### src/rtl/uart8_transceiver_if.sv
// Host/pin-side signal bundle for uart8_transceiver: serial pins, enables, byte data and status.
interface uart8_transceiver_if #(
    parameter int unsigned DATA_BITS = 8
);
    logic                 rx;
    logic                 rxEn;
    logic [DATA_BITS-1:0] out;
    logic                 rxDone;
    logic                 rxBusy;
    logic                 rxErr;
    logic                 tx;
    logic                 txEn;
    logic                 txStart;
    logic [DATA_BITS-1:0] in;
    logic                 txDone;
    logic                 txBusy;

    modport master (
        output rx, rxEn, txEn, txStart, in,
        input  out, rxDone, rxBusy, rxErr, tx, txDone, txBusy
    );

    modport slave (
        input  rx, rxEn, txEn, txStart, in,
        output out, rxDone, rxBusy, rxErr, tx, txDone, txBusy
    );
endinterface

### src/rtl/uart8_transceiver.sv
// Full-duplex 8N1 UART: oversampling receiver and bit-period transmitter on one clock.
// Define UART8_PARITY_EN to add an even-parity bit after the data bits in both directions.
module uart8_transceiver #(
    parameter int unsigned CLOCK_RATE   = 100000000,
    parameter int unsigned BAUD_RATE    = 115200,
    parameter int unsigned OVERSAMPLING = 16,
    parameter int unsigned DATA_BITS    = 8
) (
    input logic                clk,
    input logic                rstn,
    uart8_transceiver_if.slave bus
);
    localparam int unsigned RXDIV   = CLOCK_RATE / (BAUD_RATE * OVERSAMPLING);
    localparam int unsigned TXDIV   = CLOCK_RATE / BAUD_RATE;
    localparam int unsigned RXDIV_W = (RXDIV > 1) ? $clog2(RXDIV) : 1;
    localparam int unsigned TXDIV_W = (TXDIV > 1) ? $clog2(TXDIV) : 1;
    localparam int unsigned TICK_W  = $clog2(OVERSAMPLING);
    localparam int unsigned BIT_W   = (DATA_BITS > 1) ? $clog2(DATA_BITS) : 1;

    typedef enum logic [2:0] {
        RxIdle,
        RxStart,
        RxData,
`ifdef UART8_PARITY_EN
        RxParity,
`endif
        RxStop
    } rxState_e;

    typedef enum logic [2:0] {
        TxIdle,
        TxStart,
        TxData,
`ifdef UART8_PARITY_EN
        TxParity,
`endif
        TxStop
    } txState_e;

    // ---------------- Receiver ----------------
    logic                 rxMetaQ, rxSyncQ, rxPrevQ;
    rxState_e             rxStateQ, rxStateD;
    logic [RXDIV_W-1:0]   rxDivQ, rxDivD;
    logic [TICK_W-1:0]    rxTickCntQ, rxTickCntD;
    logic [BIT_W-1:0]     rxBitCntQ, rxBitCntD;
    logic [DATA_BITS-1:0] rxShiftQ, rxShiftD;
    logic [DATA_BITS-1:0] outQ, outD;
    logic                 rxDoneQ, rxDoneD;
    logic                 rxErrQ, rxErrD;
    logic                 rxTick;
    logic                 rxFall;
`ifdef UART8_PARITY_EN
    logic                 rxParQ, rxParD;
`endif

    assign rxFall = rxPrevQ & ~rxSyncQ;

    always_comb begin
        rxStateD   = rxStateQ;
        rxDivD     = rxDivQ;
        rxTickCntD = rxTickCntQ;
        rxBitCntD  = rxBitCntQ;
        rxShiftD   = rxShiftQ;
        outD       = outQ;
        rxDoneD    = 1'b0;
        rxErrD     = 1'b0;
        rxTick     = 1'b0;
`ifdef UART8_PARITY_EN
        rxParD     = rxParQ;
`endif
        if (rxStateQ != RxIdle) begin
            if (rxDivQ == RXDIV_W'(RXDIV - 1)) begin
                rxDivD = '0;
                rxTick = 1'b1;
            end else begin
                rxDivD = rxDivQ + 1'b1;
            end
        end
        unique case (rxStateQ)
            RxIdle: begin
                rxDivD     = '0;
                rxTickCntD = '0;
                rxBitCntD  = '0;
                if (rxFall) rxStateD = RxStart;
            end
            RxStart: if (rxTick) begin
                // Half a bit in: a line that has already returned high was only a glitch.
                if (rxTickCntQ == TICK_W'(OVERSAMPLING / 2 - 1)) begin
                    rxTickCntD = '0;
                    rxStateD   = rxSyncQ ? RxIdle : RxData;
                end else begin
                    rxTickCntD = rxTickCntQ + 1'b1;
                end
            end
            RxData: if (rxTick) begin
                if (rxTickCntQ == TICK_W'(OVERSAMPLING - 1)) begin
                    rxTickCntD = '0;
                    rxShiftD   = {rxSyncQ, rxShiftQ[DATA_BITS-1:1]};
                    if (rxBitCntQ == BIT_W'(DATA_BITS - 1)) begin
                        rxBitCntD = '0;
`ifdef UART8_PARITY_EN
                        rxStateD  = RxParity;
`else
                        rxStateD  = RxStop;
`endif
                    end else begin
                        rxBitCntD = rxBitCntQ + 1'b1;
                    end
                end else begin
                    rxTickCntD = rxTickCntQ + 1'b1;
                end
            end
`ifdef UART8_PARITY_EN
            RxParity: if (rxTick) begin
                if (rxTickCntQ == TICK_W'(OVERSAMPLING - 1)) begin
                    rxTickCntD = '0;
                    rxParD     = rxSyncQ;
                    rxStateD   = RxStop;
                end else begin
                    rxTickCntD = rxTickCntQ + 1'b1;
                end
            end
`endif
            RxStop: if (rxTick) begin
                if (rxTickCntQ == TICK_W'(OVERSAMPLING - 1)) begin
                    rxTickCntD = '0;
                    rxStateD   = RxIdle;
`ifdef UART8_PARITY_EN
                    if (rxSyncQ && (rxParQ == ^rxShiftQ)) begin
`else
                    if (rxSyncQ) begin
`endif
                        outD    = rxShiftQ;
                        rxDoneD = 1'b1;
                    end else begin
                        rxErrD  = 1'b1;
                    end
                end else begin
                    rxTickCntD = rxTickCntQ + 1'b1;
                end
            end
            default: rxStateD = RxIdle;
        endcase
        if (!bus.rxEn) begin
            rxStateD   = RxIdle;
            rxDivD     = '0;
            rxTickCntD = '0;
            rxBitCntD  = '0;
            rxDoneD    = 1'b0;
            rxErrD     = 1'b0;
            outD       = outQ;
        end
    end

    always_ff @(posedge clk or negedge rstn) begin
        if (!rstn) begin
            rxMetaQ    <= 1'b1;
            rxSyncQ    <= 1'b1;
            rxPrevQ    <= 1'b1;
            rxStateQ   <= RxIdle;
            rxDivQ     <= '0;
            rxTickCntQ <= '0;
            rxBitCntQ  <= '0;
            rxShiftQ   <= '0;
            outQ       <= '0;
            rxDoneQ    <= 1'b0;
            rxErrQ     <= 1'b0;
`ifdef UART8_PARITY_EN
            rxParQ     <= 1'b0;
`endif
        end else begin
            rxMetaQ    <= bus.rx;
            rxSyncQ    <= rxMetaQ;
            rxPrevQ    <= rxSyncQ;
            rxStateQ   <= rxStateD;
            rxDivQ     <= rxDivD;
            rxTickCntQ <= rxTickCntD;
            rxBitCntQ  <= rxBitCntD;
            rxShiftQ   <= rxShiftD;
            outQ       <= outD;
            rxDoneQ    <= rxDoneD;
            rxErrQ     <= rxErrD;
`ifdef UART8_PARITY_EN
            rxParQ     <= rxParD;
`endif
        end
    end

    // ---------------- Transmitter ----------------
    txState_e             txStateQ, txStateD;
    logic [TXDIV_W-1:0]   txDivQ, txDivD;
    logic [BIT_W-1:0]     txBitCntQ, txBitCntD;
    logic [DATA_BITS-1:0] txShiftQ, txShiftD;
    logic                 txQ, txD;
    logic                 txDoneQ, txDoneD;
    logic                 txBitEnd;
`ifdef UART8_PARITY_EN
    logic                 txParQ, txParD;
`endif

    assign txBitEnd = (txDivQ == TXDIV_W'(TXDIV - 1));

    always_comb begin
        txStateD  = txStateQ;
        txDivD    = txDivQ;
        txBitCntD = txBitCntQ;
        txShiftD  = txShiftQ;
        txDoneD   = 1'b0;
        txD       = 1'b1;
`ifdef UART8_PARITY_EN
        txParD    = txParQ;
`endif
        if (txStateQ != TxIdle) txDivD = txBitEnd ? '0 : txDivQ + 1'b1;
        unique case (txStateQ)
            TxIdle: begin
                txDivD    = '0;
                txBitCntD = '0;
                if (bus.txStart) begin
                    txShiftD = bus.in;
`ifdef UART8_PARITY_EN
                    txParD   = ^bus.in;
`endif
                    txStateD = TxStart;
                end
            end
            TxStart: if (txBitEnd) txStateD = TxData;
            TxData: if (txBitEnd) begin
                txShiftD = txShiftQ >> 1;
                if (txBitCntQ == BIT_W'(DATA_BITS - 1)) begin
                    txBitCntD = '0;
`ifdef UART8_PARITY_EN
                    txStateD  = TxParity;
`else
                    txStateD  = TxStop;
`endif
                end else begin
                    txBitCntD = txBitCntQ + 1'b1;
                end
            end
`ifdef UART8_PARITY_EN
            TxParity: if (txBitEnd) txStateD = TxStop;
`endif
            TxStop: if (txBitEnd) begin
                txStateD = TxIdle;
                txDoneD  = 1'b1;
            end
            default: txStateD = TxIdle;
        endcase
        if (!bus.txEn) begin
            txStateD  = TxIdle;
            txDivD    = '0;
            txBitCntD = '0;
            txDoneD   = 1'b0;
        end
        // Line level is registered from the next state so tx changes cleanly on the edge.
        case (txStateD)
            TxStart:  txD = 1'b0;
            TxData:   txD = txShiftD[0];
`ifdef UART8_PARITY_EN
            TxParity: txD = txParD;
`endif
            default:  txD = 1'b1;
        endcase
    end

    always_ff @(posedge clk or negedge rstn) begin
        if (!rstn) begin
            txStateQ  <= TxIdle;
            txDivQ    <= '0;
            txBitCntQ <= '0;
            txShiftQ  <= '0;
            txQ       <= 1'b1;
            txDoneQ   <= 1'b0;
`ifdef UART8_PARITY_EN
            txParQ    <= 1'b0;
`endif
        end else begin
            txStateQ  <= txStateD;
            txDivQ    <= txDivD;
            txBitCntQ <= txBitCntD;
            txShiftQ  <= txShiftD;
            txQ       <= txD;
            txDoneQ   <= txDoneD;
`ifdef UART8_PARITY_EN
            txParQ    <= txParD;
`endif
        end
    end

    assign bus.out    = outQ;
    assign bus.rxDone = rxDoneQ;
    assign bus.rxErr  = rxErrQ;
    assign bus.rxBusy = (rxStateQ != RxIdle);
    assign bus.tx     = txQ;
    assign bus.txDone = txDoneQ;
    assign bus.txBusy = (txStateQ != TxIdle);
endmodule

### src/flat_wrapper.sv
// flat-port wrapper written by rule: the top's interface ports become plain ports
module uart8_transceiver_flat 
#(
    parameter int unsigned CLOCK_RATE   = 100000000,
    parameter int unsigned BAUD_RATE    = 115200,
    parameter int unsigned OVERSAMPLING = 16,
    parameter int unsigned DATA_BITS    = 8
)
  (clk, rstn, bus_rx, bus_rxEn, bus_txEn, bus_txStart, bus_in, bus_out, bus_rxDone, bus_rxBusy, bus_rxErr, bus_tx, bus_txDone, bus_txBusy);
  uart8_transceiver_if #(.DATA_BITS(DATA_BITS)) bus_i ();
  input logic clk;
  input logic rstn;
  input wire logic [$bits(bus_i.rx)-1:0] bus_rx;
  input wire logic [$bits(bus_i.rxEn)-1:0] bus_rxEn;
  input wire logic [$bits(bus_i.txEn)-1:0] bus_txEn;
  input wire logic [$bits(bus_i.txStart)-1:0] bus_txStart;
  input wire logic [$bits(bus_i.in)-1:0] bus_in;
  output wire logic [$bits(bus_i.out)-1:0] bus_out;
  output wire logic [$bits(bus_i.rxDone)-1:0] bus_rxDone;
  output wire logic [$bits(bus_i.rxBusy)-1:0] bus_rxBusy;
  output wire logic [$bits(bus_i.rxErr)-1:0] bus_rxErr;
  output wire logic [$bits(bus_i.tx)-1:0] bus_tx;
  output wire logic [$bits(bus_i.txDone)-1:0] bus_txDone;
  output wire logic [$bits(bus_i.txBusy)-1:0] bus_txBusy;
  assign bus_i.rx = bus_rx;
  assign bus_i.rxEn = bus_rxEn;
  assign bus_i.txEn = bus_txEn;
  assign bus_i.txStart = bus_txStart;
  assign bus_i.in = bus_in;
  assign bus_out = bus_i.out;
  assign bus_rxDone = bus_i.rxDone;
  assign bus_rxBusy = bus_i.rxBusy;
  assign bus_rxErr = bus_i.rxErr;
  assign bus_tx = bus_i.tx;
  assign bus_txDone = bus_i.txDone;
  assign bus_txBusy = bus_i.txBusy;
  uart8_transceiver #(.CLOCK_RATE(CLOCK_RATE), .BAUD_RATE(BAUD_RATE), .OVERSAMPLING(OVERSAMPLING), .DATA_BITS(DATA_BITS)) u_core (.clk(clk), .rstn(rstn), .bus(bus_i));
endmodule
### config.mk
export PLATFORM = sky130hd
export DESIGN_NAME = uart8_transceiver_flat
export DESIGN_NICKNAME = d
export VERILOG_FILES = /design/src/rtl/uart8_transceiver_if.sv /design/src/rtl/uart8_transceiver.sv /design/src/flat_wrapper.sv
export SDC_FILE = /design/constraint.sdc
export NUM_CORES = 1
export LEC_CHECK = 0
export ABC_CLOCK_PERIOD_IN_PS = 2550
export BUFFER_PORTS_ARGS = -buffer_cell sky130_fd_sc_hd__clkbuf_2
export CAP_MARGIN = 20
export CORE_MARGIN = 4
export CORE_UTILIZATION = 45
export DETAILED_ROUTE_END_ITERATION = 10
export GPL_ROUTABILITY_DRIVEN = 0
export HOLD_SLACK_MARGIN = 0.06
export PLACE_DENSITY = 0.69
export SLEW_MARGIN = 0
export SYNTH_ARGS = -nofsm -noshare
export SYNTH_HDL_FRONTEND = slang
export SYNTH_SLANG_ARGS = --single-unit
export TNS_END_PERCENT = 30
### constraint.sdc
create_clock -name clk -period 2.55 [get_ports clk]
set_input_delay 0.51 -clock clk [delete_from_list [all_inputs] [get_ports clk]]
set_output_delay 0.51 -clock clk [all_outputs]
set_load 0.1 [all_outputs]
==> run summary, run 1 <==
status -> completed
CTS sink count -> 62
Final setup viols -> 0
commonest non-fill, non-tap cell in the layout -> dfrtp_1
Syn Area/Cell -> 11.3 um^2
Tmin final -> 2.21 ns
via count -> 1876
syn_nets -> 272
final hold violation count -> 0
Leak Pwr -> 1.56 nW
r2r setup slk -> 0.34 ns
worst r2r path cells -> 7
Crit path buffers/inverters -> 1
share of cells above drive strength 1 -> 25.3%
First-pass DRT Iterations -> 4
count of cell types in the netlist -> 45
Setup WS post-layout -> 0.341 ns
CP delay by family, top -> simple AND/OR/NAND/NOR gates
post_cts resized -> 0
Worst setup EP type -> flip-flop
DP HPWL -> 3.33 mm
critical path launch point type -> flip-flop
Worst Tran Pin Value -> 0.644 ns
vias in the first global route -> 1873
# diodes -> 0
CTS tree -> done
Max Buffers Root-to-Sink -> 2
H-tree depth -> 3
Placed Instance Area -> 0.00304 mm^2
pre-CTS WS -> 0.346 ns
Core Util, Final -> 54.1%
commonest non-fill, non-tap cells in the layout -> dfrtp_1, clkbuf_2, nor2_1
Yosys Warn Count -> 0
nets@finish -> 305
initial core utilization -> 47.0%
initial antenna violation count -> 0
max_slew headroom -> 57.1%
Post-synth EDFFs -> 0
Crit Path Max Fanout -> 9
total gr overflow -> 0
# IOs -> 28
Peak Freq -> 0.453 GHz
clock transition at the registers of the reported paths -> 0.07 ns
Post-DRT Antenna Nets -> 0
Post-CTS Setup Inserts -> 0
fill count -> 513
CP required -> 2.77 ns
share of flip-flops with an asynchronous set or reset -> 100%
Clk Tree Root Cell -> clkbuf_8
WS Path Type -> reg2reg
Max-Cap Viols -> 0
crit-path cells -> inv_1, ha_1, nand4_1, nor2_1, nand4_2, nor3_4, mux2_2
total negative slack -> 0 ns
Worst-Skew Late Latency -> 0.34 ns
crit share post-route -> 86.6%
Pwr Density -> 611 mW/mm^2
Hold Buf Count CTS -> 0
register area share after synthesis -> 55.3%
Cells after Synth -> 250
CP arrival -> 2.43 ns
Wirelength per Cell -> 12.7 um
hold crit path type -> in2async
first-pass GRT wire length -> 8.40 mm
prevailing post-synth register cell -> dfrtp_1
Layout Skew -> 0.00950 ns
pin count of the biggest net entering global routing -> 39
starting DRC count in detailed routing -> 74
Area growth syn-to-layout -> 15.0%
die height -> 87.1 um
Peak VDD IR -> 539 uV
Inst Count DP -> 347
Mapped Area -> 0.00282 mm^2
highest-delay cell along the critical path -> nor3_4
RSZ-0062 raised after global routing -> no
total CTS buffers -> 9
final instance area -> 0.00324 mm^2
FF-to-FF End -> u_core.bus.out[6]$_DFFE_PN0P_
slowest stage delay, CP -> 0.48 ns
Die ar. -> 0.00759 mm^2
IO Port Bufs -> 27
Max Slew Vio Count -> 0
Non-Filler Instances -> 363
aggregate routed wire length -> 4.62 mm
#FFs+latches synth -> 62
DRC Markers -> 0
RR Startpoint -> u_core.rxDivQ[1]$_DFFE_PN0P_
Site Rows -> 28
vias per cell -> 5.17
all-layer global routing usage -> 14.4%
Die W -> 87.1 um
core area -> 0.00599 mm^2
[through the flow]
| step | power [W] | hold slack, ns |
|---|---|---|
| 2_1_floorplan | 0.00111 | 0.214 |
| 3_3_place_gp | 0.00116 | 0.346 |
| 3_5_place_dp | 0.00116 | 0.355 |
| 4_1_cts | 0.00202 | 0.192 |
| 5_1_grt | 0.00209 | 0.211 |
| 6_report | 0.00198 | 0.184 |
[state kept, by name, summed over array words and instances, names as in the netlist, 3 cells and up]
name               flops
u_core.bus.out         8
u_core.txStateQ        3
u_core.txDivQ         10
u_core.rxDivQ          6
u_core.rxShiftQ        8
u_core.txShiftQ        8
u_core.txBitCntQ       3
u_core.rxTickCntQ      4
u_core.rxBitCntQ       3
[worst register-to-register path: stages, from the launching register on]
cell     delay, ns
dfrtp_1       0.40
inv_1         0.06
ha_1          0.13
nand4_1       0.13
nor2_1        0.29
nand4_2       0.23
nor3_4        0.48
mux2_2        0.39
[final cells by class]
cell class	count	area (um^2)	share of cell area, %
clock buffers	9	124	3.83
clock inverters	7	73.8	2.28
inverters	8	30.0	0.927
multi-input cells	173	1200	37.0
flip-flops and latches	62	1560	48.1
well taps	75	93.8	2.90
repair buffers	29	163	5.02
[worst max-delay path by stage]
| stage | endpoint | from | slack [ns] | depth (start not counted) |
|---|---|---|---|---|
| 2_1_floorplan | u_core.rxShiftQ[0]$_DFFE_PN0P_ | u_core.rxDivQ[1]$_DFFE_PN0P_ | 0.57 | 7 |
| 3_3_place_gp | u_core.bus.out[2]$_DFFE_PN0P_ | u_core.rxDivQ[1]$_DFFE_PN0P_ | 0.40 | 7 |
| 3_5_place_dp | u_core.bus.out[0]$_DFFE_PN0P_ | u_core.rxDivQ[1]$_DFFE_PN0P_ | 0.35 | 7 |
| 4_1_cts | u_core.bus.out[6]$_DFFE_PN0P_ | u_core.rxDivQ[1]$_DFFE_PN0P_ | 0.34 | 7 |
| 5_1_grt | u_core.bus.out[6]$_DFFE_PN0P_ | u_core.rxDivQ[1]$_DFFE_PN0P_ | 0.1 | 7 |
| 6_report | u_core.bus.out[6]$_DFFE_PN0P_ | u_core.rxDivQ[1]$_DFFE_PN0P_ | 0.34 | 7 |
[cell families (layout without fill, tap and decap cells)]
kind of cell             after synthesis  in the layout  share of synthesized area [%]
buffers and inverters                 15             53                           2.18
other                                  1              1                          0.133
flip-flops                            62             62                           55.3
multiplexers                          18             18                           7.11
AO/OA/AOI/OAI                         34             34                           8.67
adder cells (fa/ha/maj)                8              8                           3.56
AND/OR/NAND/NOR                       97             97                           18.4
XOR/XNOR                              15             15                           4.67
[cell usage after synthesis, types with 2 or more instances]
cell	count	area, um^2
nor4_1	4	25.0
a311oi_1	2	17.5
inv_1	8	30.0
nand4_1	3	18.8
a22o_1	3	26.3
xor2_1	7	61.3
nor2b_1	5	31.3
and2_0	2	12.5
mux2_2	16	180
and3_1	5	31.3
nand3_1	10	50.1
dfrtp_1	58	1450
and4_1	2	17.5
o21ai_0	10	50.1
ha_1	8	100
or2_2	2	12.5
a21boi_0	4	30.0
buf_2	4	20.0
nand2b_1	3	18.8
clkbuf_1	3	11.3
nand2_1	24	90.1
nor2_1	26	97.6
mux2i_1	2	20.0
a22oi_1	8	60.1
xnor2_1	8	70.1
dfstp_2	4	105
[where the power goes]
group          switching, W  internal [W]
clock network      0.000388      0.000453
registers         0.0000201       0.00101
logic             0.0000722     0.0000331
[routing by layer]
layer | up-vias | wire [um] | global-route usage, %
li1 | 941 | - | -
met5 | - | 0 | 0
met2 | 26 | 2220 | 22.0
met1 | 903 | 2140 | 18.0
met3 | 6 | 223 | 6.53
met4 | 0 | 36 | 5.30
No activity file was read; power rests on OpenSTA's default activity.
==> inputs of run 2 (changes only) <==
- BUFFER_PORTS_ARGS: -buffer_cell sky130_fd_sc_hd__clkbuf_2 -> -buffer_cell sky130_fd_sc_hd__buf_2
- CTS_CLUSTER_SIZE: default -> 40
- PLACE_DENSITY: 0.69 -> 0.68
==> run 2 against run 1 <==
Critical path depth stayed put. Register-to-register slack better by 0.04 ns. First-iteration DRC count fell by 32%. Non-clock buffer count unchanged.
==> run summary, run 2 (synthesis gave the netlist of run 1 again) <==
Final setup viols -> 0 (unchanged)
Tmin final -> 2.17 ns (-0.0350 ns)
Pwr Density -> 605 mW/mm^2 (-0.99%)
Area growth syn-to-layout -> 14.7%
CP required -> 2.76 ns (about the same)
CTS tree -> done
Max Buffers Root-to-Sink -> 2 (unchanged)
Peak Freq -> 0.460 GHz (+1.6%)
P_sw -> 0.000465 W (-3.1%)
Crit Path Max Fanout -> 9 (unchanged)
DRC Markers -> 0 (unchanged)
core area -> 0.00599 mm^2 (unchanged)
RSZ-0062 raised after global routing -> no
first-pass GRT wire length -> 8.44 mm (+0.40%)
Top reg by flops -> u_core.txDivQ
commonest non-fill, non-tap cells in the layout -> dfrtp_1, buf_2, nor2_1
total negative slack -> 0 ns (unchanged)
Post-DRT Antenna Nets -> 0 (unchanged)
highest-delay cell along the critical path -> nor3_4
Inst Count DP -> 347 (unchanged)
CP arrival -> 2.39 ns (-0.04 ns)
starting DRC count in detailed routing -> 50 (-32%)
post_cts resized -> 0 (unchanged)
Largest register FFs -> 10 (unchanged)
critical path launch point type -> flip-flop
hold crit path type -> in2async
# diodes -> 0 (unchanged)
Max Slew Vio Count -> 0 (unchanged)
aggregate routed wire length -> 4.78 mm (+3.5%)
First-pass DRT Iterations -> 4 (unchanged)
Leak Pwr -> 1.56 nW (+0.11%)
combinational share of power -> 5.4% (about the same)
H-tree depth -> 3 (unchanged)
# IOs -> 28 (unchanged)
all-layer global routing usage -> 14.2% (-0.22 points)
P_int -> 0.00149 W (-0.67%)
Core Util, Final -> 53.9% (-0.15 points)
Die W -> 87.1 um (unchanged)
Sw Ratio -> 23.8% (-0.45 points)
pre-CTS WS -> 0.373 ns (+0.0277 ns)
status -> completed
CTS sink count -> 62 (unchanged)
Peak VDD IR -> 436 uV (-19%)
total gr overflow -> 0 (unchanged)
slowest stage delay, CP -> 0.46 ns (-0.02 ns)
crit share post-route -> 85.3% (-1.4 points)
Hold Buf Count CTS -> 0 (unchanged)
Non-Filler Instances -> 363 (unchanged)
Worst Tran Pin Value -> 0.586 ns (-0.0575 ns)
commonest non-fill, non-tap cell in the layout -> dfrtp_1
final hold violation count -> 0 (unchanged)
share of cells above drive strength 1 -> 25.3% (unchanged)
clock transition at the registers of the reported paths -> 0.07 ns (about the same)
total CTS buffers -> 9 (unchanged)
Worst setup EP type -> flip-flop
Clk Tree Root Cell -> clkbuf_8
Die ar. -> 0.00759 mm^2 (unchanged)
Worst-Skew Late Latency -> 0.33 ns (about the same)
Site Rows -> 28 (unchanged)
IO Port Bufs -> 27 (unchanged)
Max-Cap Viols -> 0 (unchanged)
initial core utilization -> 47.0% (unchanged)
Post-CTS Setup Inserts -> 0 (unchanged)
vias in the first global route -> 1835 (-2.0%)
Setup WS post-layout -> 0.376 ns (+0.0350 ns)
WS Path Type -> reg2reg
Wirelength per Cell -> 13.2 um (+3.5%)
pin count of the biggest net entering global routing -> 39 (unchanged)
crit-path cells -> inv_1, ha_1, nand4_1, nor2_1, nand4_2, nor3_4, mux2_2
Layout Skew -> 0.00796 ns (-0.00154 ns)
DP HPWL -> 3.29 mm (-1.3%)
via count -> 1874 (-0.11%)
die height -> 87.1 um (unchanged)
fraction of power consumed by the clock network -> 41.7% (-0.8 points)
vias per cell -> 5.16 (-0.11%)
initial antenna violation count -> 0 (unchanged)
Reg power frac -> 52.9% (+0.7 points)
nets@finish -> 305 (unchanged)
max_slew headroom -> 60.9% (+3.8 points)
==> run 2: cell types whose count changed in the layout (fill, tap and decap cells not counted), sizes merged <==
cell / delta
buf: +27
clkbuf: -27
clkinvlp: +1
inv: -1
==> run 2: worst paths after layout <==
| kind | end | cells past startpoint | start | slack, ns |
|---|---|---|---|---|
| worst max register to register | u_core.bus.out[0]$_DFFE_PN0P_ | 7 | u_core.rxDivQ[1]$_DFFE_PN0P_ | 0.38 |
| worst min register to register | u_core.rxSyncQ$_DFF_PN1_ | 0 | u_core.rxMetaQ$_DFF_PN1_ | 0.36 |
| max in group asynchronous | u_core.rxMetaQ$_DFF_PN1_ | 2 | rstn | 1.71 |
| worst min-delay path | u_core.rxBitCntQ[2]$_DFFE_PN0P_ | 1 | rstn | 0.17 |
| worst max-delay path | u_core.bus.out[0]$_DFFE_PN0P_ | 7 | u_core.rxDivQ[1]$_DFFE_PN0P_ | 0.38 |
| min in group clk | u_core.rxMetaQ$_DFF_PN1_ | 1 | bus_rx | 0.28 |
==> run 2: routing by layer <==
layer	global-route usage (%)	vias to the layer above	routed length (um)
li1	-	934	-
met1	18.6	896	2320
met2	21.4	38	2160
met3	6.43	6	268
met4	3.77	0	31
met5	0	-	0
==> run 2: through the flow <==
stage               power (W)  hold WS [ns]  cell area, um^2
floorplan             0.00111         0.214             2820
global placement      0.00116         0.347             3040
detailed placement    0.00116         0.347             3040
CTS                   0.00199         0.182             3230
global route          0.00205         0.199             3230
finish                0.00195         0.170             3230
==> run 2: final cells by class <==
| cell class | instances | area, um^2 |
|---|---|---|
| Clock inverter | 7 | 65.1 |
| Timing Repair Buffer | 29 | 163 |
| Inverter | 8 | 30.0 |
| Multi-Input combinational cell | 173 | 1200 |
| Sequential cell | 62 | 1560 |
| Tap cell | 75 | 93.8 |
| Fill cell | 514 | 2760 |
| Clock buffer | 9 | 124 |
==> run 2: worst max-delay path, delay by kind of cell (launching register included) <==
kind | cells | cell delay (ns)
simple gates | 4 | 1.09
flops | 1 | 0.40
mux | 1 | 0.38
fa+ha+maj | 1 | 0.13
buf+inv | 1 | 0.06
==> run 2: power by group through the flow <==
stage	clock network (W)	logic (W)	registers, W
2_1_floorplan	0	0.0000616	0.00105
3_3_place_gp	0	0.000106	0.00105
3_5_place_dp	0	0.000108	0.00105
4_1_cts	0.000846	0.000108	0.00103
5_1_grt	0.000898	0.000120	0.00103
6_report	0.000815	0.000105	0.00103
==> inputs of run 3 (changes only) <==
- ABC_AREA: default -> 1
- CTS_CLUSTER_DIAMETER: default -> 60
==> run 3 against run 2 <==
Sequential share of layout area decreased by 1.5 points. Register-to-register slack improved by 0.34 ns. Total power increased by 17%. Critical endpoint is now bus_rxBusy. Largest power group unchanged.
==> run summary, run 3 <==
crit-path cells -> nor2_1, inv_1, buf_2
via count -> 2241 (+20%)
aggregate routed wire length -> 5.48 mm (+15%)
top post-synthesis cells by area -> dfrtp_1, nand2_1, inv_1
status -> completed
final instance area -> 0.00333 mm^2 (+3.2%)
initial antenna violation count -> 0 (unchanged)
vias in the first global route -> 2246 (+22%)
IO Port Bufs -> 27 (unchanged)
# IOs -> 28 (unchanged)
worst r2r path cells -> 9 (+2)
commonest non-fill, non-tap cell in the layout -> nand2_1
FF-to-FF End -> u_core.bus.out[1]$_DFFE_PN0P_
Max-Cap Viols -> 0 (unchanged)
multi-input logic area -> 0.00115 mm^2 (-3.9%)
Crit Path Max Fanout -> 9 (unchanged)
hold crit path type -> in2async
core area -> 0.00635 mm^2 (+6.0%)
Yosys top cell area share -> 49.6% (-2.0 points)
Cells after Synth -> 346 (+38%)
post_cts resized -> 0 (unchanged)
Worst setup EP type -> output port
Wirelength per Cell -> 11.8 um (-11%)
Top reg by flops -> u_core.txDivQ
H-tree depth -> 3 (unchanged)
share of cells above drive strength 1 -> 16.8% (-8.6 points)
nets@finish -> 405 (+33%)
die height -> 88.7 um (+1.8%)
fill count -> 582 (+13%)
initial core utilization -> 46.1% (-0.86 points)
count of cell types in the netlist -> 30 (-33%)
prevailing post-synth register cell -> dfrtp_1
Commonest cells post-synth -> nand2_1, dfrtp_1, inv_1, nor2_1, nand3_1
WS Path Type -> reg2out
Hold Buf Count CTS -> 0 (unchanged)
starting DRC count in detailed routing -> 96 (+92%)
Mapped Area -> 0.00293 mm^2 (+4.0%)
Max Slew Vio Count -> 0 (unchanged)
CP arrival -> 1.54 ns (-0.85 ns)
Post-synth EDFFs -> 0 (unchanged)
Area growth syn-to-layout -> 13.8%
CTS tree -> done
Max Buffers Root-to-Sink -> 2 (unchanged)
r2r setup slk -> 0.72 ns (+0.34 ns)
Worst-Skew Late Latency -> 0.33 ns (about the same)
first-pass GRT wire length -> 9.54 mm (+13%)
clock transition at the registers of the reported paths -> 0.07 ns (about the same)
Site Rows -> 29 (+3.6%)
Largest register FFs -> 10 (unchanged)
critical path launch point type -> flip-flop
First-pass DRT Iterations -> 4 (unchanged)
Peak VDD IR -> 516 uV (+18%)
register area share after synthesis -> 53.1% (-2.1 points)
Post-DRT Antenna Nets -> 0 (unchanged)
syn_nets -> 368 (+35%)
# diodes -> 0 (unchanged)
total negative slack -> 0 ns (unchanged)
cell taking the most area after synthesis -> dfrtp_1
RSZ-0062 raised after global routing -> no
Storage cell area -> 0.00156 mm^2 (unchanged)
CTS sink count -> 62 (unchanged)
Yosys Warn Count -> 0 (unchanged)
all-layer global routing usage -> 15.9% (+1.7 points)
DRC Markers -> 0 (unchanged)
Peak Freq -> 0.487 GHz (+5.8%)
final hold violation count -> 0 (unchanged)
#FFs+latches synth -> 62 (unchanged)
share of flip-flops with an asynchronous set or reset -> 100% (unchanged)
Clk Tree Root Cell -> clkbuf_8
slowest stage delay, CP -> 0.50 ns (+0.04 ns)
CP required -> 2.04 ns (-0.72 ns)
Syn Area/Cell -> 8.47 um^2 (-25%)
RR Startpoint -> u_core.rxDivQ[1]$_DFFE_PN0P_
Die ar. -> 0.00786 mm^2 (+3.7%)
Layout Skew -> 0.00513 ns (-0.00283 ns)
Pwr Density -> 686 mW/mm^2 (+13%)
Die W -> 88.7 um (+1.8%)
Leak Pwr -> 1.75 nW (+12%)
crit share post-route -> 80.6% (-4.7 points)
cell with the most instances after synthesis -> nand2_1
Post-CTS Setup Inserts -> 0 (unchanged)
Placed Instance Area -> 0.00315 mm^2 (+3.5%)
total gr overflow -> 0 (unchanged)
Final setup viols -> 0 (unchanged)
highest-delay cell along the critical path -> dfrtp_1
pin count of the biggest net entering global routing -> 28 (-28%)
DP HPWL -> 4.06 mm (+23%)
Tmin final -> 2.05 ns (-0.120 ns)
total CTS buffers -> 9 (unchanged)
commonest non-fill, non-tap cells in the layout -> nand2_1, dfrtp_1, inv_1
vias per cell -> 4.82 (-6.6%)
## run 3: cell count changes after synthesis, moves of 7 or more
| cell | previous run | this run |
|---|---|---|
| nor2_1 | 26 | 39 |
| nand2_1 | 24 | 92 |
| inv_1 | 8 | 50 |
| nor3_1 | 1 | 8 |
| a22oi_1 | 8 | 0 |
| nand3_1 | 10 | 21 |
| xnor2_1 | 8 | 0 |
| a21oi_1 | 1 | 12 |
| mux2_2 | 16 | 0 |
| o21ai_2 | 0 | 7 |
## run 3: where the power goes
part           total [W]  internal [W]  leakage [nW]  switching (W)
combinational   0.000391     0.0000975         0.825       0.000294
clock           0.000789      0.000429        0.0954       0.000360
sequential       0.00111       0.00105         0.830      0.0000580
total            0.00229       0.00158          1.75       0.000712
## run 3: area by class of cell
cell class / instances / share of cell area (%)
well taps: 77 / 2.89
clock buffers: 13 / 5.07
flip-flops and latches: 62 / 46.7
clock inverters: 3 / 0.526
repair buffers: 29 / 4.51
inverters: 51 / 5.75
multi-input cells: 230 / 34.5
## run 3: worst max-delay path: cells and delay by family (launching register included)
kind	cells	cell delay, ns
flip-flops	1	0.50
buffers and inverters	2	0.36
AND/OR/NAND/NOR	1	0.35
## run 3: logic make-up after synthesis
group	share of synthesized area (%)
buffers and inverters	7.56
adders and majority gates	3.42
DFF	53.1
and+or+nand+nor	26.5
AOI/OAI and AO/OA	8.33
xor gates and xnor gates	0.897
other	0.128
## run 3: routing by layer
metal / track usage, % / part of all wire, % / up-vias
met4: 4.67 / 0 / 0
met3: 6.89 / 4.8 / 0
met1: 19.8 / 47 / 1041
met5: 0 / 0 / -
li1: - / - / 1161
met2: 25.0 / 48 / 39
## run 3: how the worst max path moves through the flow
stage / from / endpoint / slack (ns) / cells after the start
5_1_grt: u_core.rxStateQ[1]$_DFFE_PN0P_ / bus_rxBusy / 0.39 / 3
4_1_cts: u_core.rxStateQ[1]$_DFFE_PN0P_ / bus_rxBusy / 0.47 / 3
3_3_place_gp: u_core.rxDivQ[1]$_DFFE_PN0P_ / u_core.bus.out[3]$_DFFE_PN0P_ / 0.81 / 9
3_5_place_dp: u_core.rxDivQ[1]$_DFFE_PN0P_ / u_core.bus.out[1]$_DFFE_PN0P_ / 0.73 / 9
6_report: u_core.rxStateQ[1]$_DFFE_PN0P_ / bus_rxBusy / 0.50 / 3
2_1_floorplan: u_core.rxStateQ[1]$_DFFE_PN0P_ / bus_rxBusy / 0.82 / 3
## run 3: stage by stage
step	hold slack, ns	setup slack (ns)	utilization, %	std cells	power [W]
final	0.110	0.496	52.5	465	0.00229
after global placement	0.361	0.806	49.5	449	0.00150
after CTS	0.103	0.474	52.5	465	0.00232
after global routing	0.115	0.385	52.5	465	0.00242
after floorplan	0.214	0.822	-	346	0.00142
after detailed placement	0.361	0.725	49.5	449	0.00152
